==> src/rtl/store_queue.sv <==
// ----------------------------------------------------------------------------
// store_queue
//
// In-order store queue for the out-of-order core. Entries are allocated at
// dispatch, receive address/data when the LSU executes the store, are marked
// committed by the ROB, and committed+executed entries drain in order to the
// data memory port.
//
// Ports:
//   clk_i, rst_i            clock (rising edge), asynchronous active-high reset
//   alloc_*                 dispatch allocation; alloc_sqid_o is the current tail
//   exec_*                  LSU address/data/size capture for an allocated entry
//   commit_valid_i          thermometer-coded commit of the oldest uncommitted
//   flush_i                 drop every uncommitted entry
//   mem_req_*               valid/ready store request for the head entry
//   count_o/empty_o/full_o  occupancy
//   err_o                   one-cycle pulse on a protocol violation
//
// Optional build macro STORE_QUEUE_FWD_EN adds store-to-load forwarding
// ports ld_* (load lookup) and fwd_* (hit, full cover, lane-aligned data).
// ----------------------------------------------------------------------------
module store_queue #(
   parameter int unsigned NR_ENTRIES      = 16,
   parameter int unsigned NR_COMMIT_PORTS = 1,
   parameter int unsigned XLEN            = 64,
   parameter int unsigned ID_BITS         = 20,
   parameter int unsigned IDX_W           = $clog2(NR_ENTRIES)
) (
   input  logic                       clk_i,
   input  logic                       rst_i,

   input  logic                       alloc_valid_i,
   input  logic [ID_BITS-1:0]         alloc_id_i,
   output logic                       alloc_ready_o,
   output logic [IDX_W-1:0]           alloc_sqid_o,

   input  logic                       exec_valid_i,
   input  logic [IDX_W-1:0]           exec_sqid_i,
   input  logic [XLEN-1:0]            exec_addr_i,
   input  logic [XLEN-1:0]            exec_data_i,
   input  logic [1:0]                 exec_size_i,

   input  logic [NR_COMMIT_PORTS-1:0] commit_valid_i,
   input  logic                       flush_i,

   output logic                       mem_req_valid_o,
   input  logic                       mem_req_ready_i,
   output logic [XLEN-1:0]            mem_req_addr_o,
   output logic [XLEN-1:0]            mem_req_data_o,
   output logic [XLEN/8-1:0]          mem_req_be_o,
   output logic [ID_BITS-1:0]         mem_req_id_o,

`ifdef STORE_QUEUE_FWD_EN
   input  logic                       ld_valid_i,
   input  logic [XLEN-1:0]            ld_addr_i,
   input  logic [1:0]                 ld_size_i,
   input  logic [IDX_W:0]             ld_sqid_i,
   output logic                       fwd_hit_o,
   output logic                       fwd_full_o,
   output logic [XLEN-1:0]            fwd_data_o,
`endif

   output logic [IDX_W:0]             count_o,
   output logic                       empty_o,
   output logic                       full_o,
   output logic                       err_o
);

   localparam int unsigned PTR_W = IDX_W + 1;
   localparam int unsigned BE_W  = XLEN / 8;
   localparam int unsigned OFF_W = $clog2(BE_W);

   localparam logic [1:0] SIZE_D = 2'd0;
   localparam logic [1:0] SIZE_W = 2'd1;
   localparam logic [1:0] SIZE_H = 2'd2;
   localparam logic [1:0] SIZE_B = 2'd3;

   typedef logic [PTR_W-1:0] ptr_t;
   typedef logic [IDX_W-1:0] sq_id_t;

   // Byte-enable pattern of an access, placed at its byte offset. Bytes that
   // fall off the top of the word are truncated.
   function automatic logic [BE_W-1:0] be_of(input logic [1:0]       size,
                                             input logic [OFF_W-1:0] off);
      logic [BE_W-1:0] mask;
      case (size)
         SIZE_D:  mask = '1;
         SIZE_W:  mask = BE_W'(8'h0F);
         SIZE_H:  mask = BE_W'(8'h03);
         default: mask = BE_W'(8'h01);
      endcase
      return mask << off;
   endfunction

   function automatic logic misaligned(input logic [1:0]       size,
                                       input logic [OFF_W-1:0] off);
      logic [OFF_W-1:0] am;
      case (size)
         SIZE_D:  am = '1;
         SIZE_W:  am = OFF_W'(3);
         SIZE_H:  am = OFF_W'(1);
         SIZE_B:  am = '0;
         default: am = '0;
      endcase
      return |(off & am);
   endfunction

   // Pointers and flags
   ptr_t                  head_q, head_d;
   ptr_t                  cmt_q,  cmt_d;
   ptr_t                  tail_q, tail_d;
   logic [NR_ENTRIES-1:0] executed_q,  executed_d;
   logic [NR_ENTRIES-1:0] committed_q, committed_d;
   logic                  err_q, err_d;

   // Payload (not reset; only read behind valid flags)
   logic [ID_BITS-1:0]    id_q   [NR_ENTRIES];
   logic [ID_BITS-1:0]    id_d   [NR_ENTRIES];
   logic [XLEN-1:0]       addr_q [NR_ENTRIES];
   logic [XLEN-1:0]       addr_d [NR_ENTRIES];
   logic [XLEN-1:0]       data_q [NR_ENTRIES];
   logic [XLEN-1:0]       data_d [NR_ENTRIES];
   logic [1:0]            size_q [NR_ENTRIES];
   logic [1:0]            size_d [NR_ENTRIES];

   sq_id_t                head_idx, cmt_idx, tail_idx;
   ptr_t                  count, uncmt_cnt;
   logic [OFF_W-1:0]      head_off;
   logic                  drain_fire;

   sq_id_t                exec_off;
   logic                  exec_in_range;

   logic [NR_COMMIT_PORTS-1:0] cv_inc;
   logic                  therm_ok;
   ptr_t                  n_req, n_eff;

   assign head_idx  = head_q[IDX_W-1:0];
   assign cmt_idx   = cmt_q[IDX_W-1:0];
   assign tail_idx  = tail_q[IDX_W-1:0];
   assign count     = tail_q - head_q;
   assign uncmt_cnt = tail_q - cmt_q;

   assign full_o        = (tail_idx == head_idx) && (tail_q[IDX_W] != head_q[IDX_W]);
   assign empty_o       = (tail_q == head_q);
   assign count_o       = count;
   assign alloc_ready_o = !full_o;
   assign alloc_sqid_o  = tail_idx;
   assign err_o         = err_q;

   // Drain port: purely from registered state, so an asynchronous reset
   // drops the request immediately.
   assign head_off        = addr_q[head_idx][OFF_W-1:0];
   assign mem_req_valid_o = (head_q != cmt_q) && committed_q[head_idx] && executed_q[head_idx];
   assign mem_req_addr_o  = {addr_q[head_idx][XLEN-1:OFF_W], {OFF_W{1'b0}}};
   assign mem_req_data_o  = data_q[head_idx] << {head_off, 3'b000};
   assign mem_req_be_o    = be_of(size_q[head_idx], head_off);
   assign mem_req_id_o    = id_q[head_idx];
   assign drain_fire      = mem_req_valid_o && mem_req_ready_i;

   // Exec target must lie in [cmt, tail): allocated and not yet committed.
   assign exec_off      = exec_sqid_i - cmt_idx;
   assign exec_in_range = ({1'b0, exec_off} < uncmt_cnt);

   // Thermometer code: set bits contiguous from bit 0 (x & (x+1) == 0).
   assign cv_inc   = commit_valid_i + NR_COMMIT_PORTS'(1);
   assign therm_ok = ((commit_valid_i & cv_inc) == '0);

   always_comb begin
      n_req = '0;
      for (int unsigned k = 0; k < NR_COMMIT_PORTS; k++) begin
         n_req = n_req + PTR_W'(commit_valid_i[k]);
      end
   end

   always_comb begin
      head_d      = head_q;
      cmt_d       = cmt_q;
      tail_d      = tail_q;
      executed_d  = executed_q;
      committed_d = committed_q;
      id_d        = id_q;
      addr_d      = addr_q;
      data_d      = data_q;
      size_d      = size_q;
      err_d       = 1'b0;
      n_eff       = '0;

      // Drain: head slot is strictly older than cmt, so it never collides
      // with the exec/commit/alloc slots below.
      if (drain_fire) begin
         head_d                = head_q + PTR_W'(1);
         executed_d[head_idx]  = 1'b0;
         committed_d[head_idx] = 1'b0;
         if (misaligned(size_q[head_idx], head_off)) begin
            err_d = 1'b1;
         end
      end

      if (exec_valid_i) begin
         if (exec_in_range) begin
            executed_d[exec_sqid_i] = 1'b1;
            addr_d[exec_sqid_i]     = exec_addr_i;
            data_d[exec_sqid_i]     = exec_data_i;
            size_d[exec_sqid_i]     = exec_size_i;
         end else begin
            err_d = 1'b1;
         end
      end

      if (|commit_valid_i) begin
         if (!therm_ok) begin
            err_d = 1'b1;
         end else begin
            n_eff = n_req;
            if (n_req > uncmt_cnt) begin
               err_d = 1'b1;
               n_eff = uncmt_cnt;
            end
            for (int unsigned k = 0; k < NR_COMMIT_PORTS; k++) begin
               if (PTR_W'(k) < n_eff) begin
                  committed_d[cmt_idx + IDX_W'(k)] = 1'b1;
                  if (!executed_q[cmt_idx + IDX_W'(k)]) begin
                     err_d = 1'b1;
                  end
               end
            end
            cmt_d = cmt_q + n_eff;
         end
      end

      // Flush uses the post-commit cmt and suppresses any same-cycle alloc.
      if (flush_i) begin
         tail_d = cmt_d;
      end else if (alloc_valid_i && alloc_ready_o) begin
         id_d[tail_idx]        = alloc_id_i;
         executed_d[tail_idx]  = 1'b0;
         committed_d[tail_idx] = 1'b0;
         tail_d                = tail_q + PTR_W'(1);
      end
   end

   always_ff @(posedge clk_i or posedge rst_i) begin
      if (rst_i) begin
         head_q      <= '0;
         cmt_q       <= '0;
         tail_q      <= '0;
         executed_q  <= '0;
         committed_q <= '0;
         err_q       <= 1'b0;
      end else begin
         head_q      <= head_d;
         cmt_q       <= cmt_d;
         tail_q      <= tail_d;
         executed_q  <= executed_d;
         committed_q <= committed_d;
         err_q       <= err_d;
      end
   end

   always_ff @(posedge clk_i) begin
      id_q   <= id_d;
      addr_q <= addr_d;
      data_q <= data_d;
      size_q <= size_d;
   end

`ifdef STORE_QUEUE_FWD_EN
   // Search [head, ld_sqid) oldest to youngest; the last hit wins, which
   // leaves the youngest matching store selected.
   ptr_t             ld_span;
   logic [BE_W-1:0]  ld_be;
   sq_id_t           f_idx;
   logic [OFF_W-1:0] f_off;
   logic [BE_W-1:0]  f_be;
   logic             fwd_hit;
   logic [BE_W-1:0]  fwd_be;
   logic [XLEN-1:0]  fwd_lane;

   assign ld_span = ld_sqid_i - head_q;
   assign ld_be   = be_of(ld_size_i, ld_addr_i[OFF_W-1:0]);

   always_comb begin
      f_idx    = '0;
      f_off    = '0;
      f_be     = '0;
      fwd_hit  = 1'b0;
      fwd_be   = '0;
      fwd_lane = '0;
      for (int unsigned k = 0; k < NR_ENTRIES; k++) begin
         f_idx = head_idx + IDX_W'(k);
         f_off = addr_q[f_idx][OFF_W-1:0];
         f_be  = be_of(size_q[f_idx], f_off);
         if (ld_valid_i && (PTR_W'(k) < ld_span) && executed_q[f_idx] &&
             (addr_q[f_idx][XLEN-1:OFF_W] == ld_addr_i[XLEN-1:OFF_W]) &&
             (|(f_be & ld_be))) begin
            fwd_hit  = 1'b1;
            fwd_be   = f_be;
            fwd_lane = data_q[f_idx] << {f_off, 3'b000};
         end
      end
   end

   assign fwd_hit_o  = fwd_hit;
   assign fwd_full_o = fwd_hit && ((fwd_be & ld_be) == ld_be);
   assign fwd_data_o = fwd_lane >> {ld_addr_i[OFF_W-1:0], 3'b000};
`endif

endmodule

==> config.mk <==
export PLATFORM = sky130hd
export DESIGN_NAME = store_queue
export DESIGN_NICKNAME = d
export VERILOG_FILES = /design/src/rtl/store_queue.sv
export SDC_FILE = /design/constraint.sdc
export NUM_CORES = 2
export LEC_CHECK = 0
export CAP_MARGIN = 20
export CORE_ASPECT_RATIO = 1.75
export CORE_UTILIZATION = 23
export DETAILED_ROUTE_END_ITERATION = 10
export HOLD_SLACK_MARGIN = 0.05
export PLACE_DENSITY = 0.41
export SYNTH_ARGS = -nofsm -noshare
export SYNTH_HDL_FRONTEND = slang
export SYNTH_SLANG_ARGS = --single-unit
==> constraint.sdc <==
create_clock -name clk_i -period 14.85 [get_ports clk_i]
set_input_delay 2.97 -clock clk_i [delete_from_list [all_inputs] [get_ports clk_i]]
set_output_delay 2.97 -clock clk_i [all_outputs]
set_load 0.005 [all_outputs]
# Yosys cells after proc, flatten, opt, wreduce, memory -nomap -nowiden
# Cells that the tools add are included.
[totals] reg_bits=2448 inputBits=161 elab_cells=199 output_inout_bits=170
[classes] order_cmp=16 n_eq_ne=7 shifts=2 reduce_logical=17 add_sub_neg=7 bitwise_logic=14 muxes=66
[ops] cell="1024-bit bitwise mux" n=2
[ops] cell="64-bit binary-select mux with 4-bit select" n=2
[ops] cell="320-bit bitwise mux" n=1
[ops] cell="64-bit two-way mux" n=5
[ops] cell="64-bit demux with 4-bit select" n=1
[ops] cell="16-bit two-way mux" n=11
[ops] cell="20-bit binary-select mux with 4-bit select" n=1
[ops] cell="20-bit demux with 4-bit select" n=1
[ops] cell="16-bit bitwise AND" n=4
[ops] cell="64-bit by 6-bit left shift with 64-bit output" n=1
[ops] cell="20-bit two-way mux" n=3
[ops] cell="5-bit two-way mux" n=7
[ops] cell="32-bit bitwise mux" n=1
[ops] cell="16-bit NOT" n=2
[ops] cell="16-bit bitwise OR" n=2
[ops] cell="8-bit one-hot mux with 3 select lines" n=1
[ops] cell="4-bit by 5-bit less-than comparator with 1-bit output, second input constant" n=4
[ops] cell="1-bit demux with 4-bit select" n=4
[ops] cell="4-bit by 1-bit greater-or-equal comparator with 1-bit output, second input constant" n=4
[ops] cell="1-bit two-way mux" n=16
[ops] cell="5-bit greater-or-equal comparator, second input constant" n=3
[ops] cell="4-bit NOT with 5-bit output" n=3
[ops] cell="1-bit binary-select mux with 4-bit select" n=3
[ops] cell="3-bit one-hot mux with 4 select lines" n=1
[ops] cell="29 further kinds" n=46

# Logic depth before layout (Yosys ltp)
[logic_depth] ltp_word=18 mapped_depth=15 depth_no_buf=15

# Worst setup path after synthesis
# No wires, ideal clock.
[synth_path] path_type="in2reg" start="input port exec_sqid_i[0]" end="register addr_q[0] (netlist bit) (enable)" setup_time_ns=0.620 arrival_time_ns=10.101 stages=11 n_path_buf=0 required_time_ns=14.230 setup_slack_ns=4.129 cell_sequence="inv_1 -> ha_1 -> inv_1 -> fa_1 -> ha_1 -> a21o_1 -> a21o_1 -> a21o_1 -> a21oi_1 -> nand3_1 -> nor2_1"
[synth_between] elab_chain_len=3
[synth_rtl] element="start: declaration" line="38" text="input logic [IDX_W-1:0] exec_sqid_i,"
[synth_rtl] element="4-bit subtractor" line="162" text="assign exec_off = exec_sqid_i - cmt_idx;"
[synth_rtl] element="4-bit by 5-bit less-than comparator with 1-bit output" line="163" text="assign exec_in_range = ({1'b0, exec_off} < uncmt_cnt);"
[synth_rtl] element="2-bit AND reduction (no source line)"
[synth_rtl] element="end signal: assignment" line="263" text="addr_q <= addr_d;"
[synth_rtl] element="end: declaration" line="119" text="logic [XLEN-1:0] addr_q [NR_ENTRIES];"
# Every way passes these cells.
# A chain may end at the register's enable or synchronous reset.

# Final worst setup path
[layout_path] start="register head_q[1]" end="output port mem_req_data_o[56]"
[layout_between] elab_chain_len=5 word_cells_on_any_way=8 cone_classes="shift (1); mux (6); bitwise (1)"
[layout_rtl] element="start: declaration" line="109" text="ptr_t head_q, head_d;"
[layout_rtl] element="start signal: assignment" line="245" text="head_q <= '0;"
[layout_rtl] element="start signal: assignment" line="252" text="head_q <= head_d;"
[layout_rtl] element="4-bit NOT with 5-bit output (not written as such) *" line="153, 156"
[layout_rtl] element="64-bit binary-select mux with 4-bit select (on tied branches)" line="156, 153"
[layout_rtl] element="64-bit two-way mux (on tied branches) (2 in series)"
[layout_rtl] element="64-bit by 6-bit left shift with 64-bit output *" line="156" text="assign mem_req_data_o = data_q[head_idx] << {head_off, 3'b000};"
[layout_rtl] element="end: declaration" line="49" text="output logic [XLEN-1:0] mem_req_data_o,"
# Every way passes the cells marked *; elsewhere a longest branch is shown, timed or not. The select of a mux whose other input is x is not followed.

==> results.toml <==
[outcome]
outcome = "finished clean"

[sta]
relSlewSlack = 0.2544
worst_pin_slew_ns = 1.118
finalCriticalPeriod_ns = 9.652
fmax_ghz = 0.1036
finalHoldViolations = 0
worst_clock_skew_ns = 0.05282
hold_slack_ns = 0.5512
period_share = 0.6499
drv_slew = 0
rsz0062_at_grt = "false"
finalSetupViolCount = 0
setup_tns_ns = 0

[floorplan]
die-area_um2 = 415600
die_h_um = 852.1
core_um2 = 410500
die_x_um = 487.7
rows = 311
initial_core_util = 0.2313
pin_count = 331

[worst_setup_path]
cp_max_fo = 58
start_kind = "register"
critical_path.startpoint = "head_q[1]"
cp.arrival_ns = 6.68
crit_required_ns = 11.88
end_kind = "primary output"
crit_type = "register to primary output"
r2r-start = "tail_q[0]"
r2r_setup_slack_ns = 9.26

[drt]
initialDrtViolationCount = 3433
drtAntennaViolNets = 0
first_pass_iters = 6
vias_per_cell = 4.375
vias = 45070
drt-total-wl_um = 290200
drc_errors = 0
wl_per_cell_um = 28.18

[layout]
layout_commonest_cell = "edfxtp_1"
fin_nets = 4815
stdcell_area_um2 = 112900
mostFrequentLayoutCells = "2400 x edfxtp_1, 685 x mux4_2, 327 x clkdlybuf4s50_1"
area_delta_synth_final_pct = 18.86
fillerInstances = 40490
drive_gt1_frac = 0.2481
final_cell_count_no_fill = 10300

[global_routing]
grt_pass1_wl_um = 403500
antenna_found_initial = 70
grt_overflow = 0
grt_max_degree = 100
grt_usage = 0.1382
first_global_vias = 48930

[cts]
cts_resized = 0
clock_path_buffers = 4
clock_latency_ns = 0.92
clockRootBuffer = "clkbuf_16"
htree_levels = 4
cts_tree = "built"
hold_buffers = 0
clkTransAtPathRegs_ns = 0.07
clock_sinks = 2448
post-cts-setup-buffer-count = 0
numCtsBuffers = 240

[place]
place.gp.congestion = 0.8224
place_hpwl_um = 162700
dp.cells = 9858
io_buffers = 327
dpl-instance-area_um2 = 105100

[synthesis]
syn_avg_cell_area_um2 = 22.77
synth-seq-area-share = 0.7715
async_flop_share = 0.01961
syn_inst = 4170
synth_cell_types = 57
yosys_warnings = 0
ys.flop_type = "edfxtp_1"
synth_seq_cells = 2448
syn_area_um2 = 94970
synth_edf_count = 2400

[job]
cap_violations = 0

[pwr]
vdd_drop_max_uv = 170.1
powerDensity_nw_per_um2 = 203.0
leakage_nw = 34.50

[worst_hold_path]
hold_path_class = "register to register"
min_from = "committed_q[7]"
## where the power goes
part	internal (mW)	total (mW)	switching [mW]
clock network	3.50	6.19	2.69
logic	3.58	8.36	4.77
registers	8.13	8.37	0.233
total	15.2	22.9	7.70
## metal layers
metal / part of all wire / up-vias / GRT usage
met4: 0.028 / 38 / 0.03973
met1: 0.39 / 24910 / 0.1647
met2: 0.53 / 1064 / 0.2521
li1: - / 18640 / -
met5: 0.00085 / - / 0
met3: 0.049 / 410 / 0.02366
## final timing paths
check / endpoint / cells after the start
setup / recovery: mem_req_data_o[56] / 9
hold / removal: committed_q[7] / 2
hold reg to reg: committed_q[7] / 2
min in group asynchronous: err_o / 3
max in group asynchronous: head_q[0] / 3
setup reg to reg: addr_q[96] / 11
## worst max-delay path: stages, from the launching register on
cell	delay [ns]
dfrtp_4	1.06
buf_4	0.67
buf_4	0.74
mux4_2	0.42
a22o_1	0.21
a221oi_2	0.51
o21ai_0	0.36
o21ai_0	0.90
mux2i_1	0.22
clkdlybuf4s50_1	0.51
## metrics by stage
| stage | power [mW] | worst slack, ns | utilization |
|---|---|---|---|
| 3_3_place_gp | 17.17 | 5.853 | 0.2560 |
| 6_report | 22.92 | 5.198 | 0.2750 |
| 4_1_cts | 23.42 | 4.855 | 0.2748 |
| 2_1_floorplan | 13.04 | 4.129 | - |
| 3_5_place_dp | 17.14 | 5.907 | 0.2560 |
| 5_1_grt | 23.91 | 4.843 | 0.2749 |
## synthesized netlist by cell type, types with 20 or more instances
library cell,instances,area [µm²]
xnor2_1,20,175.2
a21oi_1,56,280.3
a22o_1,21,183.9
a22oi_1,105,788.3
mux2i_1,29,290.3
clkbuf_1,112,420.4
dfrtp_1,48,1201
nand2_1,183,686.9
nor2_1,63,236.5
o21ai_0,74,370.4
buf_4,22,165.2
edfxtp_1,2400,72070
buf_2,69,345.3
mux4_2,685,15430
ha_1,26,325.3
inv_1,42,157.7
## sequential cells by signal (all words and copies together) (netlist names)
register     count
addr_q        1024
data_q        1024
id_q           320
size_q          32
committed_q     16
executed_q      16
cmt_q            5
head_q           5
tail_q           5
err_o            1
## kinds of logic (layout without fill, tap and decap cells)
| family | after synthesis | in the layout | synth area share |
|---|---|---|---|
| adders and majority gates | 30 | 30 | 0.004269 |
| DFF | 2448 | 2448 | 0.7715 |
| xor gates and xnor gates | 26 | 26 | 0.002398 |
| and+or+nand+nor | 327 | 327 | 0.01502 |
| other | 1 | 25 | 0.00003949 |
| AOI/OAI and AO/OA | 338 | 338 | 0.02470 |
| muxes | 725 | 725 | 0.1679 |
| buffers and inverters | 275 | 904 | 0.01415 |
## layout make-up
class / instances / area (µm²) / area share
Tap cell: 5477 / 6853 / 0.06071
Sequential cell: 2448 / 73280 / 0.6492
Inverter: 42 / 277.8 / 0.002461
Clock buffer: 288 / 6281 / 0.05564
Antenna cell: 18 / 45.04 / 0.0003990
Timing Repair Buffer: 439 / 4197 / 0.03718
Clock inverter: 135 / 1436 / 0.01273
Multi-Input combinational cell: 1453 / 20510 / 0.1817
Power figures use the tool's default switching activity.
